--- src/rtl/stream_rr_arbiter_pkg.sv ---
// Shared types and the reference round-robin pick for the stream arbiter.
// rr_pick works on a fixed maximum width so that any A up to RR_MAX_A can use it.
package stream_rr_arbiter_pkg;

    typedef enum logic {
        IDLE   = 1'b0,
        LOCKED = 1'b1
    } arb_state_t;

    localparam int RR_MAX_A = 8;
    localparam int RR_MAX_D = 1 << RR_MAX_A;

    // First set bit of valid, searching upward from ptr+1 mod 2**a_w and wrapping.
    function automatic logic [RR_MAX_A-1:0] rr_pick(
        input logic [RR_MAX_D-1:0] valid,
        input logic [RR_MAX_A-1:0] ptr,
        input int                  a_w
    );
        int                  d;
        logic                found;
        logic [RR_MAX_A-1:0] idx;
        logic [RR_MAX_A-1:0] pick;
        d     = 1 << a_w;
        found = 1'b0;
        pick  = '0;
        for (int k = 1; k <= RR_MAX_D; k++) begin
            idx = RR_MAX_A'((int'(ptr) + k) % d);
            if (k <= d && !found && valid[idx]) begin
                pick  = idx;
                found = 1'b1;
            end
        end
        return pick;
    endfunction

endpackage

--- src/rtl/stream_rr_arbiter_if.sv ---
// Handshake bundle between the requesting streams and the arbiter.
// The slave side is the arbiter; the master side drives requests and out_ready.
interface stream_rr_arbiter_if #(
    parameter int A = 1,
    parameter int C = 16
);
    localparam int D = 2 ** A;

    logic [D-1:0] in_valid;
    logic [D-1:0] in_last;
    logic [D-1:0] in_ready;
    logic [A-1:0] select;
    logic         out_valid;
    logic         out_last;
    logic         out_ready;
    logic         busy;
    logic [C-1:0] beat_cnt;

    modport master (
        output in_valid, in_last, out_ready,
        input  in_ready, select, out_valid, out_last, busy, beat_cnt
    );

    modport slave (
        input  in_valid, in_last, out_ready,
        output in_ready, select, out_valid, out_last, busy, beat_cnt
    );
endinterface

--- src/rtl/stream_rr_arbiter_rr_pick_comb.sv ---
// Combinational round-robin pick: rotate requests so ptr+1 sits at bit 0,
// take the lowest set bit, then rotate the offset back into an absolute index.
module rr_pick_comb #(
    parameter int A = 1,
    parameter int D = 2 ** A
) (
    input  logic [D-1:0] valid_i,
    input  logic [A-1:0] ptr_i,
    output logic [A-1:0] idx_o,
    output logic         any_o
);
    logic [D-1:0] rot;
    logic [A-1:0] off;

    // D is a power of two, so A-bit addition wraps exactly like mod D.
    generate
        for (genvar gi = 0; gi < D; gi++) begin : g_rot
            logic [A-1:0] src;
            assign src     = ptr_i + A'(gi) + A'(1);
            assign rot[gi] = valid_i[src];
        end
    endgenerate

    always_comb begin
        off = '0;
        for (int i = D - 1; i >= 0; i--) begin
            if (rot[i]) off = A'(i);
        end
    end

    assign idx_o = ptr_i + off + A'(1);
    assign any_o = |valid_i;
endmodule

--- src/rtl/stream_rr_arbiter.sv ---
// Packet-locked round-robin arbiter: grants one stream per packet and produces
// the registered select for the downstream data mux.
module stream_rr_arbiter
    import stream_rr_arbiter_pkg::*;
#(
    parameter int A = 1,
    parameter int D = 2 ** A,
    parameter int C = 16
) (
    input logic           aclk,
    input logic           aresetn,
    stream_rr_arbiter_if.slave bus
);
    arb_state_t   state_q, state_d;
    logic [A-1:0] select_q, select_d;
    logic [A-1:0] ptr_q, ptr_d;
    logic [C-1:0] cnt_q, cnt_d;
    logic [A-1:0] pick;
    logic         any_req;
    logic         locked;
    logic         cur_valid;
    logic         cur_last;
    logic         xfer;
    logic [D-1:0] ready_vec;

    rr_pick_comb #(
        .A (A),
        .D (D)
    ) u_pick (
        .valid_i (bus.in_valid),
        .ptr_i   (ptr_q),
        .idx_o   (pick),
        .any_o   (any_req)
    );

    assign locked    = (state_q == LOCKED);
    assign cur_valid = bus.in_valid[select_q];
    assign cur_last  = bus.in_last[select_q];
    assign xfer      = locked & cur_valid & bus.out_ready;

    generate
        for (genvar gi = 0; gi < D; gi++) begin : g_ready
            assign ready_vec[gi] = locked && (select_q == A'(gi)) && bus.out_ready;
        end
    endgenerate

    assign bus.in_ready  = ready_vec;
    assign bus.out_valid = locked & cur_valid;
    assign bus.out_last  = locked & cur_last;
    assign bus.busy      = locked;
    assign bus.select    = select_q;
    assign bus.beat_cnt  = cnt_q;

    always_ff @(posedge aclk or negedge aresetn) begin
        if (!aresetn) begin
            state_q  <= IDLE;
            select_q <= '0;
            ptr_q    <= '0;
            cnt_q    <= '0;
        end else begin
            state_q  <= state_d;
            select_q <= select_d;
            ptr_q    <= ptr_d;
            cnt_q    <= cnt_d;
        end
    end

    // select only moves on IDLE->LOCKED, keeping the mux steady for a whole packet.
    always_comb begin
        state_d  = state_q;
        select_d = select_q;
        ptr_d    = ptr_q;
        cnt_d    = cnt_q;
        case (state_q)
            IDLE: begin
                if (any_req) begin
                    select_d = pick;
                    state_d  = LOCKED;
                end
            end
            LOCKED: begin
                if (xfer) begin
                    if (cur_last) begin
                        state_d = IDLE;
                        ptr_d   = select_q;
                        cnt_d   = '0;
                    end else if (cnt_q != {C{1'b1}}) begin
                        cnt_d = cnt_q + C'(1);
                    end
                end
            end
            default: state_d = IDLE;
        endcase
    end
endmodule

--- src/flat_wrapper.sv ---
// flat-port wrapper written by rule: the top's interface ports become plain ports
module stream_rr_arbiter_flat import stream_rr_arbiter_pkg::*;
#(
    parameter int A = 1,
    parameter int D = 2 ** A,
    parameter int C = 16
)
  (aclk, aresetn, bus_in_valid, bus_in_last, bus_out_ready, bus_in_ready, bus_select, bus_out_valid, bus_out_last, bus_busy, bus_beat_cnt);
  stream_rr_arbiter_if #(.A(A), .C(C)) bus_i ();
  input logic aclk;
  input logic aresetn;
  input wire logic [$bits(bus_i.in_valid)-1:0] bus_in_valid;
  input wire logic [$bits(bus_i.in_last)-1:0] bus_in_last;
  input wire logic [$bits(bus_i.out_ready)-1:0] bus_out_ready;
  output wire logic [$bits(bus_i.in_ready)-1:0] bus_in_ready;
  output wire logic [$bits(bus_i.select)-1:0] bus_select;
  output wire logic [$bits(bus_i.out_valid)-1:0] bus_out_valid;
  output wire logic [$bits(bus_i.out_last)-1:0] bus_out_last;
  output wire logic [$bits(bus_i.busy)-1:0] bus_busy;
  output wire logic [$bits(bus_i.beat_cnt)-1:0] bus_beat_cnt;
  assign bus_i.in_valid = bus_in_valid;
  assign bus_i.in_last = bus_in_last;
  assign bus_i.out_ready = bus_out_ready;
  assign bus_in_ready = bus_i.in_ready;
  assign bus_select = bus_i.select;
  assign bus_out_valid = bus_i.out_valid;
  assign bus_out_last = bus_i.out_last;
  assign bus_busy = bus_i.busy;
  assign bus_beat_cnt = bus_i.beat_cnt;
  stream_rr_arbiter #(.A(A), .D(D), .C(C)) u_core (.aclk(aclk), .aresetn(aresetn), .bus(bus_i));
endmodule
--- config.mk ---
export PLATFORM = sky130hd
export DESIGN_NAME = stream_rr_arbiter_flat
export DESIGN_NICKNAME = d
export VERILOG_FILES = /design/src/rtl/stream_rr_arbiter_pkg.sv /design/src/rtl/stream_rr_arbiter_if.sv /design/src/rtl/stream_rr_arbiter_rr_pick_comb.sv /design/src/rtl/stream_rr_arbiter.sv /design/src/flat_wrapper.sv
export SDC_FILE = /design/constraint.sdc
export NUM_CORES = 1
export LEC_CHECK = 0
export ABC_CLOCK_PERIOD_IN_PS = 2300
export CORE_MARGIN = 5
export CORE_UTILIZATION = 30
export DETAILED_ROUTE_END_ITERATION = 12
export PLACE_DENSITY_LB_ADDON = 0.12
export SYNTH_ARGS = -nofsm -noshare
export SYNTH_HDL_FRONTEND = slang
export SYNTH_HIERARCHICAL = 1
export SYNTH_SLANG_ARGS = --single-unit
--- constraint.sdc ---
create_clock -name aclk -period 2.3 [get_ports aclk]
set_input_delay 0.46 -clock aclk [delete_from_list [all_inputs] [get_ports aclk]]
set_output_delay 0.46 -clock aclk [all_outputs]
set_load 0.03 [all_outputs]
==> results of run 1 <==
==> state kept, by name, indices dropped and copies added (netlist names) <==
signal,flops
u_core/ptr_q,1
u_core/bus.beat_cnt,16
u_core/bus.select,1
u_core/bus.busy,1
==> report_power, final <==
group          total (W)  internal [W]  switching [W]
sequential      0.000476      0.000398      0.0000780
combinational   0.000732      0.000309       0.000423
clock           0.000235      0.000123       0.000112
==> worst paths after layout <==
kind                                    startpoint                 endpoint  slack [ps]  cells past startpoint
max in group asynchronous                  aresetn   u_core/bus.beat_cnt[9]        1540                      2
min in group aclk          u_core/bus.beat_cnt[15]  u_core/bus.beat_cnt[15]         590                      1
hold reg to reg            u_core/bus.beat_cnt[15]  u_core/bus.beat_cnt[15]         590                      1
hold / removal                             aresetn   u_core/bus.beat_cnt[4]         540                      2
setup reg to reg            u_core/bus.beat_cnt[0]  u_core/bus.beat_cnt[14]         360                      6
setup / recovery                     bus_out_ready          bus_in_ready[0]          50                      4
==> synthesized netlist by cell type, types with 3 or more instances <==
library cell,instances,area share [%]
nand2_1,8,2.5
nor3_1,5,2.0
inv_1,10,3.1
o211ai_1,4,2.5
nor2_1,10,3.1
clkbuf_1,3,0.92
dfrtp_1,19,39
a21oi_1,5,2.0
o221ai_1,3,2.1
nand4_1,7,3.6
nand3_1,6,2.5
o22ai_1,3,1.5
a32o_1,3,2.5
mux2i_1,4,3.3
==> cell families after synthesis <==
group | Yosys count | share of synthesized area (%)
buffers and inverters | 17 | 6.55
AOI/OAI and AO/OA | 38 | 25.6
adders and majority gates | 2 | 1.94
DFF | 19 | 38.9
and+or+nand+nor | 51 | 22.8
muxes | 5 | 4.20
==> area by class of cell <==
type	instances	area, µm²	share of cell area [%]
inverter	10	37.5	2.25
timing repair buffer	41	380	22.8
tap	50	62.6	3.75
sequential	19	475	28.5
clock buffer	4	45.0	2.70
multi-input combinational	96	667	40.0
==> stage by stage <==
step,cell area [µm²],setup WS (ps),hold WS (ps)
detailed placement,1620,18.0,557
global route,1670,1.60,571
CTS,1660,8.37,553
floorplan,1220,72.8,164
finish,1670,53.3,545
global placement,1620,58.8,557
==> per-layer routing <==
metal / vias to the layer above / part of all wire, % / routed length, µm / GRT usage (%)
met2: 31 / 46 / 1590 / 21.1
met3: 2 / 5.1 / 178 / 2.33
met1: 562 / 48 / 1680 / 19.3
met4: 0 / 0.78 / 27 / 3.62
met5: - / 0 / 0 / 0
li1: 583 / - / - / -
==> impl_metrics.yaml, run 1 <==
die:
  dieArea_um2: 5450
  die_h_um: 73.8
  fp-row-count: 23
  placeableCoreArea_um2: 3970
  die_w_um: 73.8
  pin_count: 29
  start_util_pct: 30.8
route:
  dr.pass1.iters: 4
  wirelength_um: 3480
  ant_nets: 0
  drc: 0
  wl_per_cell_um: 15.8
  vias: 1178
  vias_per_cell: 5.35
  drt_iter0_markers: 51
power_and_ir_drop:
  fin_total_pwr_w: 0.00144
  leakagePower_nw: 0.688
  ir_drop_mv: 0.250
  cellPowerDensity_nw_per_um2: 865
global_routing:
  grt_pass1_wl_um: 5690
  grt_pass1_vias: 1157
  grt_use_total_pct: 13.5
  grt_overflow: 0
  grt_max_degree: 20
  antenna_found_initial: 0
yosys:
  syn_inst: 132
  ys_seq_elements: 19
  synth_area_um2: 1220
  ys_types: 46
  syn_avg_cell_area_um2: 9.26
  synth-edff-count: 0
  async_flop_share_pct: 100
  synthesis.nets: 140
  ys.flop_type: "dfrtp_1"
  synth_seq_area_share_pct: 38.9
  yosysWarningCount: 6
critical_path:
  worstSetupEndpointType: "output port"
  crit_required_ps: 1840
  crit_fanout: 4
  cpLargestDelayFamily: "buffers and inverters"
  crit_path_frequent_cell: "clkdlybuf4s50_1"
  crit_type: "in2out"
  slowest_stage: "clkdlybuf4s50_1"
  crit_path_start_kind: "input port"
  cp.buffers_inverters: 2
  crit_path_cell_trace: "clkdlybuf4s50_1 -> nand2_1 -> nor2_1 -> clkdlybuf4s50_1"
  critPathArrivalTime_ps: 1790
  max_stage_delay_ps: 670
clocking:
  post_cts_resized: 0
  htreeDepth: 1
  root_buffer: "clkbuf_8"
  cts_buffer_depth: 2
  cts_setup_buffers: 0
  cts_hold_buffers: 0
  path_clk_slew_ps: 80
  cts_buffers: 3
  worstSkewPairLatency_ps: 250
  cts_tree: "done"
  clock-sinks: 19
sta:
  max_freq_ghz: 0.445
  setup_tns_ps: 0
  rsz0062_at_grt: "false"
  slew_viol_final: 0
  finalCritPeriodShare_pct: 97.7
  clock_skew_ps: 6.63
  relSlewSlack_pct: 65.6
  hold_violations: 0
  fin_crit_ps: 2250
  tightestPinTransition_ps: 517
  setup_viol: 0
cells_and_area:
  final_cell_mix: "clkdlybuf4s50_1 (25), dfrtp_1 (19), buf_4 (14)"
  area_growth_pct: 36.4
  final_util_pct: 42.0
  antenna_cells: 0
  final_common_cell: "clkdlybuf4s50_1"
  final_nets: 179
  drive_gt1_share_pct: 16.5
  fillers: 403
  final_cells: 220
placement:
  dp_hpwl_um: 2570
  place.gp.congestion: 0.830
  port_buffers: 28
  dp.cells: 216
run:
  maxCapViolations: 0
run_status:
  status: "finished clean"
hold_path:
  hp-class: "in2async"
(Power assumes the default switching activity.)
==> run 2, diff against run 1 <==
ABC_AREA = 0   (was not set)
CTS_CLUSTER_DIAMETER = 40   (was not set)
==> results of run 2 <==
Final layout, timing and power as in run 1 (identical DEF).
==> run 3, diff against run 2 <==
ABC_CLOCK_PERIOD_IN_PS = 2100   (was 2300)
clock period = 2.1 ns   (was 2.3 ns; I/O delays follow)
==> impl_metrics.yaml, run 3 (synthesis results as in run 1) <==
global_routing:
  grt_use_total_pct: 14.8
  antenna_found_initial: 0
  grt_max_degree: 20
  grt_pass1_wl_um: 6180
  grt_overflow: 0
  grt_pass1_vias: 1242
clocking:
  cts_setup_buffers: 0
  worstSkewPairLatency_ps: 260
  root_buffer: "clkbuf_8"
  clock-sinks: 19
  cts_hold_buffers: 0
  path_clk_slew_ps: 80
  cts_buffers: 3
  cts_tree: "done"
  htreeDepth: 1
  cts_buffer_depth: 2
  post_cts_resized: 0
critical_path:
  max_stage_delay_ps: 660
  critPathArrivalTime_ps: 2120
  crit_type: "reg2reg"
  cp.buffers_inverters: 1
  slowest_stage: "or4_1"
  crit_path_start_kind: "flop"
  worstSetupEndpointType: "flop"
  crit_path_cell_trace: "ha_2 -> nand3_2 -> or4_1 -> o211ai_4 -> buf_4 -> o22ai_1"
  cpLargestDelayFamily: "simple AND/OR/NAND/NOR gates"
  crit_required_ps: 2240
  crit_fanout: 4
cells_and_area:
  largest_reg_flops: 16
  final_common_cell: "buf_4"
  drive_gt1_share_pct: 25.4
  area_growth_pct: 43.7
  final_nets: 190
  fin_area_um2: 1760
  final_cell_mix: "buf_4 (27), clkdlybuf4s50_1 (24), dfrtp_1 (17)"
  antenna_cells: 0
sta:
  setup_tns_ps: 0
  max_freq_ghz: 0.504
  rsz0062_at_grt: "false"
  slew_viol_final: 0
  finalCritPeriodShare_pct: 94.4
  whs_ps: 496
  hold_violations: 0
  tightestPinTransition_ps: 501
  postLayoutSetupSlackWorst_ps: 117
  relSlewSlack_pct: 66.6
  fin_crit_ps: 1980
  setup_viol: 0
  clock_skew_ps: 7.88
route:
  vias_per_cell: 5.39
  ant_nets: 0
  dr.pass1.iters: 4
  wl_per_cell_um: 16.4
  vias: 1245
  drc: 0
  wirelength_um: 3780
  drt_iter0_markers: 99
placement:
  place_area_um2: 1710
  preCtsSetupSlack_ps: -28.1
  dp_hpwl_um: 2790
  port_buffers: 28
  place.gp.congestion: 0.809
die:
  die_w_um: 73.8
  start_util_pct: 30.8
  dieArea_um2: 5450
  placeableCoreArea_um2: 3970
  pin_count: 29
  fp-row-count: 23
  die_h_um: 73.8
power_and_ir_drop:
  switching_share_pct: 42.6
  seq_power_share_pct: 31.4
  clockPowerShare_pct: 16.0
  leakagePower_nw: 0.722
  internal_power_w: 0.000954
  fin_total_pwr_w: 0.00166
  ir_drop_mv: 0.321
  switching_power_w: 0.000710
  cellPowerDensity_nw_per_um2: 947
  power_frac_comb_pct: 52.5
run_status:
  status: "finished clean"
hold_path:
  hp-class: "in2async"
run:
  maxCapViolations: 0
[run 3: path summary, 6_finish.rpt]
check                                         from                       to  slack (ps)  depth (start not counted)
max in group asynchronous                  aresetn   u_core/bus.beat_cnt[1]        1360                          2
hold / removal                             aresetn        u_core/bus.select         500                          2
min in group aclk          u_core/bus.beat_cnt[15]  u_core/bus.beat_cnt[15]         570                          1
setup reg to reg            u_core/bus.beat_cnt[0]   u_core/bus.beat_cnt[2]         120                          6
setup / recovery            u_core/bus.beat_cnt[0]   u_core/bus.beat_cnt[2]         120                          6
hold reg to reg            u_core/bus.beat_cnt[15]  u_core/bus.beat_cnt[15]         570                          1
[run 3: stage by stage]
step / util, % / cells
floorplan: - / 132
global placement: 43.1 / 227
detailed placement: 43.1 / 227
CTS: 44.2 / 231
global route: 44.2 / 231
finish: 44.2 / 231
[run 3: routing by layer]
layer | wire (µm) | GRT usage (%) | vias to the layer above
li1 | - | - | 606
met5 | 0 | 0 | -
met3 | 194 | 2.46 | 2
met2 | 1720 | 23.2 | 33
met1 | 1840 | 20.9 | 604
met4 | 22 | 3.62 | 0
[run 3: power by group through the flow]
stage / Clock [W] / Combinational, W / Sequential (W)
2_1_floorplan: 0 / 0.000368 / 0.000654
5_1_grt: 0.000298 / 0.000944 / 0.000537
6_report: 0.000267 / 0.000874 / 0.000523
4_1_cts: 0.000281 / 0.000877 / 0.000523
3_3_place_gp: 0 / 0.000873 / 0.000525
3_5_place_dp: 0 / 0.000876 / 0.000529
[run 3: area by class of cell]
cell class	instances	area [µm²]
fillers	390	2210
clock inverters	1	5.00
well taps	50	62.6
repair buffers	52	463
multi-input cells	96	669
inverters	10	37.5
flip-flops and latches	19	478
clock buffers	3	41.3
